`config.mk`:
```
export PLATFORM = sky130hd
export DESIGN_NAME = mul_unit_flat
export DESIGN_NICKNAME = d
export VERILOG_FILES = /design/src/rtl/mul_unit_if.sv /design/src/rtl/mul_unit.sv /design/src/flat_wrapper.sv
export SDC_FILE = /design/constraint.sdc
export NUM_CORES = 1
export LEC_CHECK = 0
export ABC_AREA = 0
export CAP_MARGIN = 20
export CELL_PAD_IN_SITES_DETAIL_PLACEMENT = 1
export CELL_PAD_IN_SITES_GLOBAL_PLACEMENT = 1
export CORE_UTILIZATION = 44
export CTS_CLUSTER_DIAMETER = 100
export DETAILED_ROUTE_END_ITERATION = 8
export MAX_ROUTING_LAYER = met4
export PLACE_DENSITY = 0.94
export SKIP_CTS_REPAIR_TIMING = 1
export SLEW_MARGIN = 20
export SYNTH_ARGS = -nofsm -noshare
export SYNTH_HDL_FRONTEND = slang
export SYNTH_SLANG_ARGS = --single-unit
export TNS_END_PERCENT = 50
```
`constraint.sdc`:
```
create_clock -name clk -period 6.06 [get_ports clk]
set_input_delay 0.909 -clock clk [delete_from_list [all_inputs] [get_ports clk]]
set_output_delay 0.909 -clock clk [all_outputs]
set_load 0.05 [all_outputs]
```
`src/rtl/mul_unit_if.sv`:
```
// mul_unit_if: operand/request and write-back/flag bundle between regfile stage and mul_unit.
interface mul_unit_if #(parameter int WIDTH = 32);
  logic             start;
  logic             accumulate;
  logic             setflags;
  logic [WIDTH-1:0] op_a;
  logic [WIDTH-1:0] op_b;
  logic [WIDTH-1:0] op_acc;
  logic [3:0]       wa_in;
  logic             busy;
  logic             done;
  logic [WIDTH-1:0] result;
  logic [3:0]       wa_out;
  logic             we_out;
  logic             flag_we;
  logic             n_flag;
  logic             z_flag;
  modport master (
    output start, accumulate, setflags, op_a, op_b, op_acc, wa_in,
    input  busy, done, result, wa_out, we_out, flag_we, n_flag, z_flag
  );
  modport slave (
    input  start, accumulate, setflags, op_a, op_b, op_acc, wa_in,
    output busy, done, result, wa_out, we_out, flag_we, n_flag, z_flag
  );
endinterface

```
`src/rtl/mul_unit.sv`:
```
// mul_unit: iterative shift-add MUL/MLA producing regfile write-back and N/Z flag updates.
module mul_unit #(
  parameter int WIDTH = 32,
  parameter int CNTW  = 6
) (
  input  logic       clk,
  input  logic       reset_n,
  mul_unit_if.slave  bus
);
  typedef enum logic [1:0] {IDLE, RUN, DONE} state_t;
  state_t           state_q;
  logic [WIDTH-1:0] acc_q, mcand_q, mplier_q, result_q;
  logic [CNTW-1:0]  cnt_q;
  logic [3:0]       wa_q;
  logic             sf_q, r15_q, busy_q, done_q, we_q, flag_we_q;
  logic [WIDTH-1:0] sum_d;
  logic             last_d, accept_d;
  always_comb begin
    sum_d    = mplier_q[0] ? acc_q + mcand_q : acc_q;
    last_d   = (mplier_q >> 1) == '0 || cnt_q == CNTW'(WIDTH - 1);
    accept_d = bus.start && state_q != RUN;
  end
  // Write-back and flag pulses are raised on the final RUN edge so they are valid for the whole DONE cycle.
  always_ff @(posedge clk or negedge reset_n) begin
    if (!reset_n) begin
      state_q   <= IDLE;
      acc_q     <= '0;
      mcand_q   <= '0;
      mplier_q  <= '0;
      cnt_q     <= '0;
      result_q  <= '0;
      wa_q      <= '0;
      sf_q      <= 1'b0;
      r15_q     <= 1'b0;
      busy_q    <= 1'b0;
      done_q    <= 1'b0;
      we_q      <= 1'b0;
      flag_we_q <= 1'b0;
    end else begin
      done_q    <= 1'b0;
      we_q      <= 1'b0;
      flag_we_q <= 1'b0;
      if (accept_d) begin
        acc_q    <= bus.accumulate ? bus.op_acc : '0;
        mcand_q  <= bus.op_a;
        mplier_q <= bus.op_b;
        cnt_q    <= '0;
        wa_q     <= bus.wa_in;
        sf_q     <= bus.setflags;
        r15_q    <= bus.wa_in == 4'd15;
        busy_q   <= 1'b1;
        state_q  <= RUN;
      end else if (state_q == RUN) begin
        acc_q    <= sum_d;
        mcand_q  <= mcand_q << 1;
        mplier_q <= mplier_q >> 1;
        cnt_q    <= cnt_q + CNTW'(1);
        if (last_d) begin
          result_q  <= sum_d;
          busy_q    <= 1'b0;
          done_q    <= 1'b1;
          we_q      <= !r15_q;
          flag_we_q <= sf_q;
          state_q   <= DONE;
        end
      end else if (state_q == DONE) begin
        state_q <= IDLE;
      end
    end
  end
  // wa_out follows the result so both stay stable through a following RUN.
  logic [3:0] wa_out_q;
  always_ff @(posedge clk or negedge reset_n) begin
    if (!reset_n) wa_out_q <= '0;
    else if (state_q == RUN && last_d) wa_out_q <= wa_q;
  end
  assign bus.busy    = busy_q;
  assign bus.done    = done_q;
  assign bus.result  = result_q;
  assign bus.wa_out  = wa_out_q;
  assign bus.we_out  = we_q;
  assign bus.flag_we = flag_we_q;
  assign bus.n_flag  = result_q[WIDTH-1];
  assign bus.z_flag  = result_q == '0;
endmodule

```
`src/flat_wrapper.sv`:
```
// flat-port wrapper written by rule: the top's interface ports become plain ports
module mul_unit_flat 
#(
  parameter int WIDTH = 32,
  parameter int CNTW  = 6
)
  (clk, reset_n, bus_start, bus_accumulate, bus_setflags, bus_op_a, bus_op_b, bus_op_acc, bus_wa_in, bus_busy, bus_done, bus_result, bus_wa_out, bus_we_out, bus_flag_we, bus_n_flag, bus_z_flag);
  mul_unit_if #(.WIDTH(WIDTH)) bus_i ();
  input  logic clk;
  input  logic reset_n;
  input wire logic [$bits(bus_i.start)-1:0] bus_start;
  input wire logic [$bits(bus_i.accumulate)-1:0] bus_accumulate;
  input wire logic [$bits(bus_i.setflags)-1:0] bus_setflags;
  input wire logic [$bits(bus_i.op_a)-1:0] bus_op_a;
  input wire logic [$bits(bus_i.op_b)-1:0] bus_op_b;
  input wire logic [$bits(bus_i.op_acc)-1:0] bus_op_acc;
  input wire logic [$bits(bus_i.wa_in)-1:0] bus_wa_in;
  output wire logic [$bits(bus_i.busy)-1:0] bus_busy;
  output wire logic [$bits(bus_i.done)-1:0] bus_done;
  output wire logic [$bits(bus_i.result)-1:0] bus_result;
  output wire logic [$bits(bus_i.wa_out)-1:0] bus_wa_out;
  output wire logic [$bits(bus_i.we_out)-1:0] bus_we_out;
  output wire logic [$bits(bus_i.flag_we)-1:0] bus_flag_we;
  output wire logic [$bits(bus_i.n_flag)-1:0] bus_n_flag;
  output wire logic [$bits(bus_i.z_flag)-1:0] bus_z_flag;
  assign bus_i.start = bus_start;
  assign bus_i.accumulate = bus_accumulate;
  assign bus_i.setflags = bus_setflags;
  assign bus_i.op_a = bus_op_a;
  assign bus_i.op_b = bus_op_b;
  assign bus_i.op_acc = bus_op_acc;
  assign bus_i.wa_in = bus_wa_in;
  assign bus_busy = bus_i.busy;
  assign bus_done = bus_i.done;
  assign bus_result = bus_i.result;
  assign bus_wa_out = bus_i.wa_out;
  assign bus_we_out = bus_i.we_out;
  assign bus_flag_we = bus_i.flag_we;
  assign bus_n_flag = bus_i.n_flag;
  assign bus_z_flag = bus_i.z_flag;
  mul_unit #(.WIDTH(WIDTH), .CNTW(CNTW)) u_core (.clk(clk), .reset_n(reset_n), .bus(bus_i));
endmodule
```
==> impl_metrics.csv, run 1 <==
group,metric,value,unit
run_status,status,"completed",
worst_setup_path,critical-path-max-stage-delay,820,ps
flow_run,drv_cap,0,
sta,finalSetupViolCount,0,
synth,synth_seq_cells,150,
cells_and_area,fillCellCount,2104,
worst_setup_path,required,5150,ps
placement,dp_slack,3003,ps
clock_network,cts_tree,"done",
cells_and_area,ff_latch_area,3755,µm²
sta,fin_crit_sh,57.97,%
route,final_antenna_net_count,0,
power,power_density,568.6,nW/µm²
grt,grt_pass1_vias,8444,
sta,fmax,284.6,MHz
floorplan,start_util,45.44,%
synth,synth_enable_flop_cells,0,
synth,postSynth.asyncResetShare,100.0,%
worst_setup_path,cp_max_fo,3,
cells_and_area,fin_cells,1294,
route,via_per_inst,6.128,
worst_setup_path,timing.critical_path.to_type,"output pin",
worst_setup_path,rrSetupSlack,2860,ps
cells_and_area,final_nets,1161,
floorplan,die-area,20140,µm²
cells_and_area,layout-drive-gt1-share,6.286,%
worst_setup_path,path_buf_inv,1,
sta,fin_skew,15.67,ps
grt,grt_pass1_wl,45.34,mm
synth,syn_avg_cell_area,9.413,µm²
route,drt_iter0_drc,522,
worst_setup_path,critPathKind,"reg2out",
sta,setup_ws,2547,ps
clock_network,clk_latency,440,ps
sta,hold_viol,0,
floorplan,core_area,18960,µm²
worst_setup_path,slowest_stage,"clkdlybuf4s50_1",
worst_setup_path,cp-start-kind,"flop",
sta,maxSlewViolCount,0,
synth,netlist_area,8613,µm²
sta,min_period,3513,ps
synth,ys.flop_type,"dfrtp_1",
clock_network,clockRootBuffer,"clkbuf_16",
worst_setup_path,arrival,2600,ps
grt,grt_overflow_total,0,
cells_and_area,final_cell_mix,"dfrtp_1 (149), clkdlybuf4s50_1 (144), nand2_1 (133)",
route,drc,0,
route,vias,7930,
cells_and_area,final_common_cell,"dfrtp_1",
synth,synth_seq_area_share,43.58,%
synth,yosysWarnings,0,
placement,gp_congestion,0.9315,
sta,setup_tns,0,ps
synth,syn_inst,915,
worst_setup_path,path_cells,"nor4_1, nand4_1, nor2_1, clkdlybuf4s50_1",
floorplan,die_height,141.9,µm
cells_and_area,multi_input_area,4576,µm²
power,p_leak,4.731,nW
sta,rsz0062_at_grt,"false",
placement,place_hpwl,19.01,mm
cells_and_area,area_growth,25.65,%
grt,track_usage,30.12,%
power,ir_drop,262.3,µV
sta,holdWs,468.9,ps
synth,synth_fp_nets,1054,
worst_hold_path,worstHoldPathType,"reg2reg",
route,dr.pass1.iters,5,
synth,ys_types,63,
grt,grt_max_degree,122,
route,routed_wl,28.34,mm
placement,dp.cells,1263,
clock_network,cts.reportedPaths.clkPinSlew,70,ps
floorplan,rows,50,
placement,portBuffers,146,
sta,worst_pin_slew,909.3,ps
power,power,0.006154,W
grt,grt_antenna_before_repair,0,
sta,slew_headroom,39.38,%
clock_network,h-tree-depth,4,
cells_and_area,antenna_cells,0,
clock_network,cts_buffers,17,
floorplan,die_x,141.9,µm
clock_network,cts_buffer_depth,2,
worst_setup_path,path_delay_family,"simple AND/OR/NAND/NOR gates",
floorplan,pin_count,147,
clock_network,clock_sinks,150,
route,wire_per_inst,21.90,µm
## kinds of logic after synthesis
| logic type | Yosys count | share of synthesized area (%) |
|---|---|---|
| DFF | 150 | 43.58 |
| adders and majority gates | 34 | 5.026 |
| muxes | 97 | 11.37 |
| buffers and inverters | 78 | 3.472 |
| and+or+nand+nor | 249 | 13.58 |
| xor gates and xnor gates | 25 | 2.542 |
| AOI/OAI and AO/OA | 282 | 20.42 |
## registers in the layout (all words and copies together), names as in the netlist, 2 cells and up
signal             flops
u_core.wa_q            4
u_core.mcand_q        32
u_core.bus.result     32
u_core.acc_q          32
u_core.state_q         2
u_core.cnt_q           6
u_core.mplier_q       32
u_core.bus.wa_out      4
## cell type report
cell class / instances / area share [%]
Inverter: 13 / 0.4509
Timing Repair Buffer: 153 / 14.03
Sequential cell: 150 / 34.69
Clock buffer: 18 / 4.058
Clock inverter: 13 / 1.480
Tap cell: 260 / 3.006
Multi-Input combinational cell: 687 / 42.28
## metal layers
| metal | wire [µm] | GRT usage [%] | up-vias | part of all wire, % |
|---|---|---|---|---|
| met5 | 0 | - | - | 0 |
| met4 | 1125 | 14.04 | 0 | 4.0 |
| met3 | 1539 | 6.075 | 86 | 5.4 |
| met2 | 14180 | 50.43 | 269 | 50 |
| met1 | 11490 | 34.78 | 4013 | 41 |
| li1 | - | - | 3562 | - |
## worst register-to-register path, cell delays in order (launching register included)
cell and delay, ps:
dfrtp_1 410, ha_1 260, fa_1 420, a21o_1 230
a221oi_2 370, a2bb2oi_2 340, o211a_4 250, o211ai_1 150
a211o_1 330, o211a_1 140, o21ai_1 210
## synth_stat cells (all sizes together) (5+ instances only)
cell type | number | area, µm²
dfrtp | 150 | 3754
nand2 | 134 | 503.0
o21ai | 115 | 579.3
mux2i | 90 | 900.9
a21oi | 74 | 381.6
clkbuf | 52 | 195.2
ha | 33 | 412.9
a221oi | 30 | 269.0
nor2 | 29 | 108.9
xnor2 | 18 | 157.7
a21o | 15 | 112.6
nor4 | 15 | 93.84
nand4 | 14 | 87.58
buf | 13 | 55.06
inv | 13 | 48.80
nand3 | 9 | 45.04
nor3b | 9 | 67.56
a211oi | 8 | 70.06
a31oi | 7 | 50.05
and3 | 7 | 43.79
mux2 | 7 | 78.83
nand3b | 7 | 52.55
xor2 | 7 | 61.31
nand2b | 5 | 31.28
o211ai | 5 | 37.54
o22ai | 5 | 37.53
## metrics by stage
step | util [%] | area, µm²
after floorplan | - | 8613
after global placement | 53.90 | 10220
after detailed placement | 53.90 | 10220
after CTS | 57.06 | 10820
after global routing | 57.10 | 10820
final | 57.10 | 10820
## where the power goes
| group | internal, W | leakage [nW] | switching [W] |
|---|---|---|---|
| Combinational | 0.00132 | 2.54 | 0.00198 |
| Clock | 0.000628 | 0.292 | 0.000472 |
| Sequential | 0.00136 | 1.90 | 0.000396 |
## path summary, 6_finish.rpt
| kind | end | cells after the start | start |
|---|---|---|---|
| setup / recovery | bus_z_flag | 4 | u_core.bus.result[24] |
| hold / removal | u_core.bus.we_out | 1 | u_core.r15_q |
| setup reg to reg | u_core.bus.result[28] | 10 | u_core.mcand_q[0] |
| hold reg to reg | u_core.bus.we_out | 1 | u_core.r15_q |
| max in group asynchronous | u_core.mplier_q[0] | 2 | reset_n |
| min in group asynchronous | u_core.mcand_q[15] | 1 | reset_n |
Power figures use the tool's default switching activity.
==> run 2: changes to the inputs <==
--- a/config.mk
+++ b/config.mk
@@ -9,11 +9,11 @@
 export CAP_MARGIN = 20
 export CELL_PAD_IN_SITES_DETAIL_PLACEMENT = 1
 export CELL_PAD_IN_SITES_GLOBAL_PLACEMENT = 1
-export CORE_UTILIZATION = 44
+export CORE_UTILIZATION = 37
 export CTS_CLUSTER_DIAMETER = 100
 export DETAILED_ROUTE_END_ITERATION = 8
 export MAX_ROUTING_LAYER = met4
-export PLACE_DENSITY = 0.94
+export PLACE_DENSITY = 0.85
 export SKIP_CTS_REPAIR_TIMING = 1
 export SLEW_MARGIN = 20
 export SYNTH_ARGS = -nofsm -noshare
==> constraint.sdc (replaced) <==
create_clock -name clk -period 2.99 [get_ports clk]
set_input_delay 0.4485 -clock clk [delete_from_list [all_inputs] [get_ports clk]]
set_output_delay 0.4485 -clock clk [all_outputs]
set_load 0.05 [all_outputs]
==> impl_metrics.csv, run 2 (synthesized netlist as in run 1, its figures left out) <==
group,metric,value,unit
route,via_per_inst,5.767,
power,p_leak,4.772,nW
route,final_antenna_net_count,0,
worst_setup_path,cp_max_fo,5,
worst_setup_path,r2r_end,"u_core.acc_q[24]",
cells_and_area,final_common_cell,"dfrtp_1",
clock_network,cts_buffer_depth,2,
placement,place_hpwl,18.61,mm
route,drc,0,
floorplan,die_x,154.6,µm
sta,worst_pin_slew,712.3,ps
clock_network,clock_sinks,150,
cells_and_area,antenna_cells,0,
cells_and_area,ff_latch_area,3755,µm²
cells_and_area,fillCellCount,2560,
grt,track_usage,23.36,%
floorplan,die_height,154.6,µm
clock_network,h-tree-depth,4,
floorplan,rows,55,
clock_network,cts.reportedPaths.clkPinSlew,60,ps
cells_and_area,final_nets,1171,
clock_network,cts_buffers,17,
cells_and_area,area_growth,26.99,%
sta,fin_skew,11.63,ps
grt,grt_pass1_wl,42.70,mm
power,power_density,1119,nW/µm²
worst_setup_path,required,3270,ps
flow_run,drv_cap,0,
sta,holdWs,-5.428,ps
placement,gp_congestion,0.9116,
worst_setup_path,reg2reg_depth,10,
route,dr.pass1.iters,5,
route,routed_wl,26.18,mm
run_status,violations,"negative hold slack",
worst_setup_path,timing.critical_path.to_type,"flop",
clock_network,cts_tree,"done",
route,drt_iter0_drc,375,
placement,portBuffers,146,
clock_network,clockRootBuffer,"clkbuf_16",
grt,grt_antenna_before_repair,0,
run_status,status,"finished with violations",
grt,grt_pass1_vias,8178,
floorplan,pin_count,147,
floorplan,start_util,37.93,%
power,power,0.01224,W
worst_setup_path,rrSetupSlack,130,ps
sta,finalSetupViolCount,0,
sta,min_period,2860,ps
grt,grt_overflow_total,0,
floorplan,core_area,22710,µm²
placement,dp.cells,1298,
sta,fmax,349.7,MHz
sta,setup_tns,0,ps
worst_hold_path,worstHoldPathType,"in2async",
route,wire_per_inst,19.68,µm
sta,setup_ws,130.4,ps
cells_and_area,multi_input_area,4588,µm²
grt,grt_max_degree,80,
sta,maxSlewViolCount,0,
clock_network,clk_latency,440,ps
sta,slew_headroom,52.51,%
sta,hold_viol,3,
cells_and_area,final_cell_mix,"dfrtp_1 (149), clkdlybuf4s50_1 (143), nand2_1 (133)",
route,vias,7670,
sta,fin_crit_sh,95.64,%
placement,dp_slack,35.38,ps
worst_setup_path,critPathKind,"reg2reg",
worst_setup_path,startpoint,"u_core.mcand_q[0]",
sta,rsz0062_at_grt,"true",
floorplan,die-area,23890,µm²
cells_and_area,layout-drive-gt1-share,7.560,%
cells_and_area,fin_cells,1330,
worst_setup_path,arrival,3140,ps
worst_setup_path,cp-start-kind,"flop",
power,ir_drop,437.2,µV
worst_setup_path,rr_startpoint,"u_core.mcand_q[0]",
run 2: changes by cell type in the layout (fill, tap and decap cells not counted), sizes merged:
cell	delta
bufinv	-1
inv	-1
clkdlybuf4s50	-1
clkinv	+1
dlymetal6s2s	+1
buf	+11
clkbuf	+1
run 2: critical path, cell delays in order, from the launching register on:
cell	delay, ps
dfrtp_1	400
ha_2	210
fa_2	350
a21o_1	210
a221oi_2	320
a2bb2oi_2	290
o211a_4	240
o22ai_2	90
a31oi_2	270
mux2i_1	250
a211oi_2	60
run 2: layer usage:
| layer | vias up | part of all wire, % | track usage [%] |
|---|---|---|---|
| li1 | 3579 | - | - |
| met1 | 3862 | 43 | 27.30 |
| met2 | 178 | 51 | 40.01 |
| met3 | 51 | 4.3 | 4.819 |
| met4 | 0 | 2.2 | 7.732 |
| met5 | - | 0 | - |
run 2: worst max path at each step:
stage	endpoint	slack [ps]
detailed placement	u_core.bus.result[12]	40
finish	u_core.acc_q[24]	130
floorplan	u_core.acc_q[24]	290
global route	u_core.acc_q[29]	-4
global placement	u_core.acc_q[24]	130
CTS	bus_z_flag	-110
run 2: area by class of cell:
| class | instances | area share, % |
|---|---|---|
| clock buffers | 20 | 4.175 |
| repair buffers | 163 | 14.77 |
| clock inverters | 12 | 1.075 |
| inverters | 13 | 0.4461 |
| well taps | 285 | 3.260 |
| flip-flops and latches | 150 | 34.33 |
| multi-input cells | 687 | 41.95 |
run 2: stage by stage:
step | util, % | instance area, µm²
after floorplan | - | 8613
after global placement | 45.57 | 10350
after detailed placement | 45.57 | 10350
after CTS | 48.10 | 10920
after global routing | 48.17 | 10940
final | 48.17 | 10940
run 2: report_power, final:
| group | total, W | leakage, nW | internal [W] | switching [W] |
|---|---|---|---|---|
| sequential | 0.00347 | 1.90 | 0.00277 | 0.000701 |
| combinational | 0.00663 | 2.59 | 0.00274 | 0.00389 |
| clock | 0.00213 | 0.282 | 0.00120 | 0.000931 |
==> run 3: changes to the inputs <==
--- a/config.mk
+++ b/config.mk
@@ -9,11 +9,11 @@
 export CAP_MARGIN = 20
 export CELL_PAD_IN_SITES_DETAIL_PLACEMENT = 1
 export CELL_PAD_IN_SITES_GLOBAL_PLACEMENT = 1
-export CORE_UTILIZATION = 37
+export CORE_UTILIZATION = 30
 export CTS_CLUSTER_DIAMETER = 100
 export DETAILED_ROUTE_END_ITERATION = 8
 export MAX_ROUTING_LAYER = met4
-export PLACE_DENSITY = 0.85
+export PLACE_DENSITY = 0.72
 export SKIP_CTS_REPAIR_TIMING = 1
 export SLEW_MARGIN = 20
 export SYNTH_ARGS = -nofsm -noshare
==> impl_metrics.csv, run 3 (synthesized netlist as in run 1, its figures left out) <==
group,metric,value,unit
power,p_leak,4.791,nW
worst_setup_path,critPathKind,"reg2reg",
route,wire_per_inst,18.67,µm
grt,track_usage,19.61,%
route,dr.pass1.iters,4,
clock_network,clk_latency,440,ps
worst_setup_path,arrival,3200,ps
floorplan,die_height,171.4,µm
flow_run,drv_cap,0,
cells_and_area,area_growth,29.10,%
sta,min_period,2852,ps
grt,grt_overflow_total,0,
grt,grt_pass1_wl,43.55,mm
cells_and_area,fin_util,39.70,%
cells_and_area,final_nets,1173,
floorplan,pin_count,147,
floorplan,rows,61,
clock_network,cts_buffer_depth,2,
cells_and_area,final_cell_mix,"dfrtp_1 (149), clkdlybuf4s50_1 (143), nand2_1 (133)",
route,drc,0,
grt,grt_antenna_before_repair,1,
run_status,status,"completed",
route,drt_iter0_drc,397,
clock_network,cts_buffers,17,
route,routed_wl,26.63,mm
worst_setup_path,cp-start-kind,"flop",
power,ir_drop,480.0,µV
placement,gp_congestion,0.8106,
placement,portBuffers,146,
clock_network,clockRootBuffer,"clkbuf_16",
route,via_per_inst,5.282,
cells_and_area,fin_cells,1426,
sta,hold_viol,0,
route,final_antenna_net_count,0,
placement,dpl_cell_area,10480,µm²
grt,grt_max_degree,124,
placement,dp.cells,1393,
clock_network,cts_tree,"done",
cells_and_area,final_area,11120,µm²
clock_network,clock_sinks,150,
worst_setup_path,path_buf_inv,0,
clock_network,cts.reportedPaths.clkPinSlew,70,ps
sta,finalSetupViolCount,0,
sta,fin_crit_sh,95.38,%
floorplan,core_area,28010,µm²
floorplan,start_util,30.75,%
floorplan,die-area,29390,µm²
sta,fmax,350.6,MHz
clock_network,h-tree-depth,4,
worst_setup_path,critical-path-max-stage-delay,400,ps
worst_setup_path,cp_max_fo,5,
placement,place_hpwl,19.21,mm
worst_hold_path,worstHoldPathType,"in2async",
floorplan,die_x,171.4,µm
cells_and_area,layout-drive-gt1-share,7.736,%
cells_and_area,final_common_cell,"dfrtp_1",
sta,maxSlewViolCount,0,
sta,setup_tns,0,ps
grt,grt_pass1_vias,8027,
sta,worst_pin_slew,785.2,ps
sta,rsz0062_at_grt,"false",
worst_setup_path,slowest_stage,"dfrtp_1",
worst_setup_path,required,3340,ps
sta,slew_headroom,47.65,%
worst_setup_path,path_delay_family,"compound AO/OA/AOI/OAI gates",
worst_setup_path,timing.critical_path.to_type,"flop",
worst_setup_path,path_cells,"ha_2, fa_2, a21o_1, a221oi_4, a2bb2oi_4, o211a_4, o211ai_1, a211o_1, o211a_1, a21oi_1",
sta,holdWs,32.54,ps
route,vias,7532,
sta,fin_skew,16.27,ps
power,power_density,1111,nW/µm²
run 3: changes by cell type in the layout (fill, tap and decap cells not counted), sizes merged:
cell / before / now
buf: 19 / 22
bufinv: 1 / 2
clkbuf: 20 / 18
clkinv: 5 / 1
clkinvlp: 1 / 4
diode: 0 / 1
dlymetal6s2s: 1 / 0
inv: 18 / 20
run 3: report_power, final:
part	internal (W)	total (W)	switching (W)
logic	0.00281	0.00663	0.00382
registers	0.00277	0.00346	0.000696
clock network	0.00128	0.00226	0.000981
total	0.00685	0.0124	0.00550
run 3: layer usage:
metal | track usage (%) | vias up | wire length [µm]
met5 | - | - | 0
met4 | 5.707 | 0 | 515
met3 | 3.912 | 31 | 1020
met2 | 32.86 | 140 | 13090
met1 | 23.77 | 3765 | 12000
li1 | - | 3596 | -
run 3: final timing paths:
check                      slack [ps]                    to         startpoint  cells past startpoint
max                               140      u_core.acc_q[28]  u_core.mcand_q[0]                     10
min                                30  u_core.bus.result[3]            reset_n                      1
max reg2reg                       140      u_core.acc_q[28]  u_core.mcand_q[0]                     10
min reg2reg                       430     u_core.bus.we_out       u_core.r15_q                      1
max in group asynchronous        2210    u_core.mcand_q[27]            reset_n                      2
min in group clk                  430     u_core.bus.we_out       u_core.r15_q                      1
run 3: metrics by stage:
stage	power, W	setup WS (ps)
3_3_place_gp	0.009752	101.0
2_1_floorplan	0.008187	291.7
4_1_cts	0.01235	-47.98
5_1_grt	0.01343	7.329
6_report	0.01235	138.1
3_5_place_dp	0.01000	15.26
run 3: area by class of cell:
class | instances | area, µm²
Tap cell | 378 | 473.0
Timing Repair Buffer | 165 | 1625
Clock inverter | 14 | 163.9
Antenna cell | 1 | 2.502
Multi-Input combinational cell | 687 | 4612
Sequential cell | 150 | 3755
Clock buffer | 18 | 439.2
Fill cell | 3190 | 16890
Inverter | 13 | 48.80
